<file path="config.mk">
export PLATFORM = sky130hd
export DESIGN_NAME = preamble_frame_arbiter
export DESIGN_NICKNAME = d
export VERILOG_FILES = /design/src/rtl/preamble_frame_arbiter.sv
export SDC_FILE = /design/constraint.sdc
export NUM_CORES = 1
export LEC_CHECK = 0
export CAP_MARGIN = 10
export CELL_PAD_IN_SITES_DETAIL_PLACEMENT = 1
export CELL_PAD_IN_SITES_GLOBAL_PLACEMENT = 2
export CORE_ASPECT_RATIO = 1.4
export CORE_MARGIN = 2
export CORE_UTILIZATION = 24
export CTS_CLUSTER_DIAMETER = 30
export DETAILED_ROUTE_END_ITERATION = 12
export PLACE_DENSITY = 0.83
export SLEW_MARGIN = 20
export SYNTH_ARGS = -nofsm -noshare
export SYNTH_HDL_FRONTEND = slang
export SYNTH_SLANG_ARGS = --single-unit
</file>
<file path="constraint.sdc">
create_clock -name clk -period 6.9 [get_ports clk]
set_input_delay 1.725 -clock clk [delete_from_list [all_inputs] [get_ports clk]]
set_output_delay 1.725 -clock clk [all_outputs]
set_load 0.03 [all_outputs]
</file>
<file path="src/rtl/preamble_frame_arbiter.sv">
// Round-robin frame scheduler that shares one preamble inserter between two sample sources.
// The granted source owns the stream for exactly one frame, and its frame config is latched for that frame.
module preamble_frame_arbiter #(
  parameter int DATA_WIDTH = 32,
  parameter int CFG_WIDTH  = 32
) (
  input  logic                  clk,
  input  logic                  rst,
  input  logic [DATA_WIDTH-1:0] s0_data,
  input  logic                  s0_valid,
  output logic                  s0_ready,
  input  logic [CFG_WIDTH-1:0]  s0_preamble_value,
  input  logic [CFG_WIDTH-1:0]  s0_frame_length,
  input  logic [DATA_WIDTH-1:0] s1_data,
  input  logic                  s1_valid,
  output logic                  s1_ready,
  input  logic [CFG_WIDTH-1:0]  s1_preamble_value,
  input  logic [CFG_WIDTH-1:0]  s1_frame_length,
  input  logic [CFG_WIDTH-1:0]  preamble_length,
  output logic [DATA_WIDTH-1:0] m_data,
  output logic                  m_valid,
  input  logic                  m_ready,
  output logic [CFG_WIDTH-1:0]  cfg_preamble_value,
  output logic [CFG_WIDTH-1:0]  cfg_frame_length,
  output logic [CFG_WIDTH-1:0]  cfg_preamble_length,
  output logic [1:0]            grant,
  output logic                  busy,
  output logic                  error
);

  typedef enum logic [1:0] {IDLE, LOAD, PASS} state_t;

  localparam logic [CFG_WIDTH-1:0] CFG_ONE = CFG_WIDTH'(1);

  state_t               state;
  logic                 sel;        // 0 selects source 0
  logic                 ptr;        // source that wins a tie
  logic [CFG_WIDTH-1:0] beat_cnt;

  logic                 in_pass;
  logic                 sel_valid;
  logic                 next_sel;
  logic                 hs;
  logic                 last_beat;
  logic [CFG_WIDTH-1:0] sel_frame_length;
  logic [CFG_WIDTH-1:0] sel_preamble_value;

  assign in_pass            = (state == PASS);
  assign sel_valid          = sel ? s1_valid : s0_valid;
  assign sel_frame_length   = sel ? s1_frame_length : s0_frame_length;
  assign sel_preamble_value = sel ? s1_preamble_value : s0_preamble_value;
  assign next_sel           = (s0_valid && s1_valid) ? ptr : s1_valid;

  // Zero-latency pass-through; everything is forced low outside PASS.
  assign m_valid  = in_pass && sel_valid;
  assign m_data   = in_pass ? (sel ? s1_data : s0_data) : '0;
  assign s0_ready = in_pass && !sel && m_ready;
  assign s1_ready = in_pass &&  sel && m_ready;

  assign hs        = m_valid && m_ready;
  assign last_beat = (beat_cnt == cfg_frame_length - CFG_ONE);

  always_ff @(posedge clk or posedge rst) begin
    if (rst) begin
      state               <= IDLE;
      sel                 <= 1'b0;
      ptr                 <= 1'b0;
      beat_cnt            <= '0;
      grant               <= 2'b00;
      busy                <= 1'b0;
      error               <= 1'b0;
      cfg_preamble_value  <= '0;
      cfg_frame_length    <= '0;
      cfg_preamble_length <= '0;
    end else begin
      error <= 1'b0;
      case (state)
        IDLE: begin
          if (s0_valid || s1_valid) begin
            sel   <= next_sel;
            grant <= next_sel ? 2'b10 : 2'b01;
            busy  <= 1'b1;
            state <= LOAD;
          end
        end
        LOAD: begin
          cfg_preamble_value  <= sel_preamble_value;
          cfg_frame_length    <= sel_frame_length;
          cfg_preamble_length <= preamble_length;
          beat_cnt            <= '0;
          // A zero-length frame is rejected and the source loses its turn.
          if (sel_frame_length == '0) begin
            error <= 1'b1;
            ptr   <= ~sel;
            grant <= 2'b00;
            busy  <= 1'b0;
            state <= IDLE;
          end else begin
            state <= PASS;
          end
        end
        PASS: begin
          if (hs) begin
            if (last_beat) begin
              ptr   <= ~sel;
              grant <= 2'b00;
              busy  <= 1'b0;
              state <= IDLE;
            end else begin
              beat_cnt <= beat_cnt + CFG_ONE;
            end
          end
        end
        default: state <= IDLE;
      endcase
    end
  end

endmodule
</file>
* Yosys cells after proc, flatten, opt, wreduce, memory -nomap -nowiden *
Index checks and enable logic that the tools add are counted.

word-level totals
  register bits = 136
  input port bits = 229
  output and inout port bits = 135
  logic and storage cells = 68

cells by class
  add/subtract/negate cells = 2
  eq/ne operators = 8
  muxes and demuxes = 29
  bitwise gates (word level) = 1
  reductions and logical operators = 18

operators by type and width
  kind                                                    count
  2-to-1 mux 32 bit                                       6
  case mux 32 bit (2 select lines)                        1
  adder 32 x 1 -> 32 bit (second input constant)          1
  equality test 32 bit                                    1
  zero test 32 bit                                        1
  subtractor 32 x 1 -> 32 bit (second input constant)     1
  2-to-1 mux 2 bit                                        7
  case mux 2 bit (3 select lines)                         2
  2-to-1 mux 1 bit                                        11
  logical AND 1 bit                                       7
  inequality test 2 bit (second input constant)           3
  AND reduction 3 bit                                     2
  AND reduction 5 bit                                     1
  inequality test 2 x 1 -> 1 bit (second input constant)  2
  AND reduction 4 bit                                     1
  case mux 1 bit (3 select lines)                         1
  nonzero test 3 bit                                      1
  equality test 2 x 1 -> 1 bit (second input constant)    1
  equality test 2 bit (second input constant)             1
  zero test 2 bit                                         1
  case mux 1 bit (2 select lines)                         1
  AND reduction 2 bit                                     1
  nonzero test 2 bit                                      1
  zero test 1 bit                                         1
  2 further kinds                                         2

* Longest topological paths before layout *
  word-level depth = 5
  gate-level depth with buffers = 15
  mapped depth without buffers = 11

* Least setup slack after synthesis *
Ideal clock, no wire load.

  path type = in2out
  start point = input port s1_valid
  end point = output port m_valid
  data arrival time = 2.232 ns
  data required time = 5.175 ns
  slack = 2.943 ns
  stages = 2
  path buffers = 0
  cells stage by stage = mux2i_1 nor2_1

on the way
  longest elaborated chain between the ends = 2

RTL lines
  what                line  RTL
  start: declaration  15    input logic s1_valid,
  2-to-1 mux 1 bit    49    assign sel_valid = sel ? s1_valid : s0_valid;
  logical AND 1 bit   55    assign m_valid = in_pass && sel_valid;
  end: declaration    21    output logic m_valid,

Every way passes these cells.

* Worst setup path after layout *
  start point = input port s0_valid
  end point = output port m_valid

on the way
  longest elaborated chain between the ends = 2

RTL lines
  what                line  RTL
  start: declaration  10    input logic s0_valid,
  2-to-1 mux 1 bit    49
  logical AND 1 bit   55

Every way passes these cells.

==> results.yml <==
global_route:
  grt_max_degree: 80
  first_global_vias: 8898
  grt_usage_pct: 18.2
  antenna_found_initial: 0
  grt-ovfl-total: 0
  grt_first_pass_wirelength_um: 50500
sta:
  timing.fmax_ghz: 0.200
  period_needed_ns: 5.01
  rsz0062_at_grt: "false"
  hold_violations: 0
  finalSetupViolCount: 0
  finalClockSkew_ns: 0.00619
  slew_headroom_pct: 25.7
  worstMarginPinSlew_ns: 1.11
  setup_tns_ns: 0
  period_share_pct: 72.6
  slew_viol_final: 0
cts:
  cts_tree: "yes"
  root_buffer: "clkbuf_16"
  cts_setup_buffers: 0
  hold_buffers: 0
  cts_sinks: 136
  cts_made_buffers: 17
  insertion_delay_ns: 0.44
  cts-resized-gates: 0
  htreeDepth: 4
  clk_pin_slew_ns: 0.06
  clockBufferDepth: 2
floorplan:
  chipHeight_um: 224
  die_area_um2: 36200
  rows: 80
  core-area_um2: 34100
  initial_utilization_pct: 24.4
  die_w_um: 161
  boundaryPins: 364
final_layout:
  areaGrowthSynthToFinish_pct: 56.2
  multi_input_area_um2: 4630
  fill_cells: 3921
  antenna_cells: 0
  fin_nets: 1456
  drive_gt1_share_pct: 7.13
  final_util_pct: 38.1
  register_area_um2: 3410
yosys:
  ys_seq_elements: 136
  synth_ff_type: "dfrtp_1"
  yosys.area.top_type: "dfrtp_1"
  synth-edff-count: 0
  syn_inst: 888
  synth_area_um2: 8320
  yosys-top-cells-area: "dfrtp_1 41%, mux2i_1 13%, nor2_1 6.2%, a21oi_1 5.3%, mux2_2 4.5%"
  seq_area_frac_synth_pct: 40.9
  yosysUniqueCellTypes: 69
  avgSynthCellArea_um2: 9.37
  synthesis.nets: 1123
  yosysWarningCount: 0
  synth_top_area_share_pct: 40.9
  synthArstFlopShare_pct: 100
power_and_ir_drop:
  p_switching_mw: 2.49
  leakage_nw: 5.18
  peakVddDrop_mv: 0.207
  pwr_density_cell_nw_per_um2: 426
  combPwrFrac_pct: 53.2
  swShare_pct: 44.9
  p_seq_share_pct: 28.1
  p_clk_share_pct: 18.7
  p_int_mw: 3.05
worst_setup_path:
  r2r_slack_ns: 2.89
  ff2ff_path_depth: 10
  worst_path_most_repeated_cell: "clkdlybuf4s50_1"
  crit_fanout: 5
  slowest_delay_ns: 0.71
  crit_required_ns: 5.18
  worstSetupPathType: "primary input to output port"
  slowest_stage: "clkdlybuf4s50_1"
  r2r-end: "ptr$_DFFE_PP0P_"
  arrival_ns: 3.28
  r2r-start: "cfg_frame_length[0]$_DFFE_PP0P_"
  startpoint_type: "primary input"
  end_kind: "output port"
  worstPathCellList: "clkdlybuf4s50_1 -> mux2i_1 -> nor2_1 -> clkdlybuf4s50_1"
detailed_routing:
  drc_errors: 0
  wire_per_inst_um: 19.7
  first_pass_iters: 4
  vias: 8226
  finalWirelength_um: 33200
  drtIter0Drc: 248
  drt.antenna.violating_nets: 0
  avgViaCountPerCell: 4.88
place:
  hpwl_um: 26200
  gp_congestion: 0.838
  port_buffers: 363
hold_path:
  hold_depth: 1
  worstHoldStart: "grant[1]$_DFFE_PP0P_"
  hold_path_class: "flip-flop to flip-flop"
  hold_path_end: "grant[1]$_DFFE_PP0P_"
run:
  max_cap_violations: 0
outcome:
  status: "complete, no violations"
-- worst max-delay path: cells and delay by family --
kind                   cells  cell delay (ns)
buffers and inverters      2             1.26
muxes                      1             0.09
and+or+nand+nor            1             0.20
-- Yosys cell counts (3+ instances only) --
cell	instances
dfrtp_1	136
a21oi_1	88
nor2b_1	5
buf_6	4
xor2_1	15
buf_1	3
buf_2	5
xnor2_1	35
o22ai_1	4
and3_1	8
nand2_1	33
and2_1	4
nor4_4	3
nor4_1	24
nor2_1	137
o31ai_1	7
o211ai_1	3
nand4_1	17
a21o_1	3
nand3_1	26
mux2_1	3
a31oi_1	4
nand2b_1	6
or3_1	15
mux2_2	33
inv_1	11
clkbuf_1	42
nor3_1	19
o21ai_0	9
mux2i_1	105
nor4b_1	5
or4_1	10
o21ai_1	8
a2111oi_0	3
ha_1	6
a211oi_1	3
-- layout by cell type (no fill, tap or decap), drive strengths merged, types with 6 or more instances in the layout --
cell           synthesis  layout
buf                   14       7
nand4                 17      17
mux2i                105     105
o31ai                  7       7
clkinv                 1       6
or4                   11      11
clkdlybuf4s50          0     363
nor2                 137     137
inv                   11      14
nand2                 33      33
nor4                  27      27
nand2b                 6       6
clkbuf                42      19
nor3                  19      19
and3                   8       8
a21oi                 88      88
nor4b                  7       7
mux2                  36      36
xnor2                 35      35
or3                   15      15
nand3                 26      26
dfrtp                136     136
ha                     6       6
o21ai                 18      18
xor2                  15      15
-- worst max-delay path by stage --
stage,from,to,slack [ns]
final,s0_valid,m_valid,1.89
after global routing,s0_valid,m_valid,1.77
after CTS,state[0]$_DFFE_PP0P_,m_valid,1.68
after detailed placement,s0_valid,m_valid,1.88
after global placement,s0_valid,m_valid,1.86
after floorplan,rst,beat_cnt[0]$_DFFE_PP0P_,1.54
-- power by group through the flow --
| stage | clock [mW] | combinational, mW | sequential, mW |
|---|---|---|---|
| final | 1.04 | 2.95 | 1.56 |
| after CTS | 1.07 | 2.99 | 1.57 |
| after global placement | 0 | 2.94 | 1.56 |
| after detailed placement | 0 | 2.97 | 1.57 |
| after global routing | 1.10 | 3.15 | 1.61 |
| after floorplan | 0 | 1.37 | 1.91 |
-- per-stage QoR --
step	setup slack [ns]	hold slack [ns]	power, mW	instance area, µm²	instances
after floorplan	1.54	0.494	3.28	8320	888
after global routing	1.77	0.515	5.86	13000	1685
final	1.89	0.500	5.54	13000	1685
after global placement	1.86	0.485	4.50	12300	1653
after detailed placement	1.88	0.494	4.54	12300	1653
after CTS	1.68	0.510	5.62	13000	1685
-- layer usage --
layer / track usage, % / wire (µm)
met3: 4.96 / 1710
met4: 7.09 / 1010
met1: 19.9 / 12800
met5: 0 / 0
met2: 33.1 / 17700
-- area by class of cell --
cell class	instances	share of cell area, %
timing repair buffer	370	28.4
clock inverter	13	1.68
tap	451	4.34
sequential	136	26.2
clock buffer	19	3.41
multi-input combinational	684	35.6
inverter	12	0.385
-- logic make-up after synthesis --
kind of cell	after synthesis	synth area share (%)
AOI/OAI and AO/OA	156	11.1
xor gates and xnor gates	50	5.26
adders and majority gates	6	0.902
buffers and inverters	68	3.59
DFF	136	40.9
muxes	141	17.5
and+or+nand+nor	331	20.7
-- flip-flops by register name, indices dropped and copies added, names as in the netlist --
register and cells:
beat_cnt 32, cfg_frame_length 32, grant 2, state 2, cfg_preamble_length 32, sel 1
cfg_preamble_value 32, ptr 1, busy 1, error 1
No activity file was read; power rests on OpenSTA's default activity.
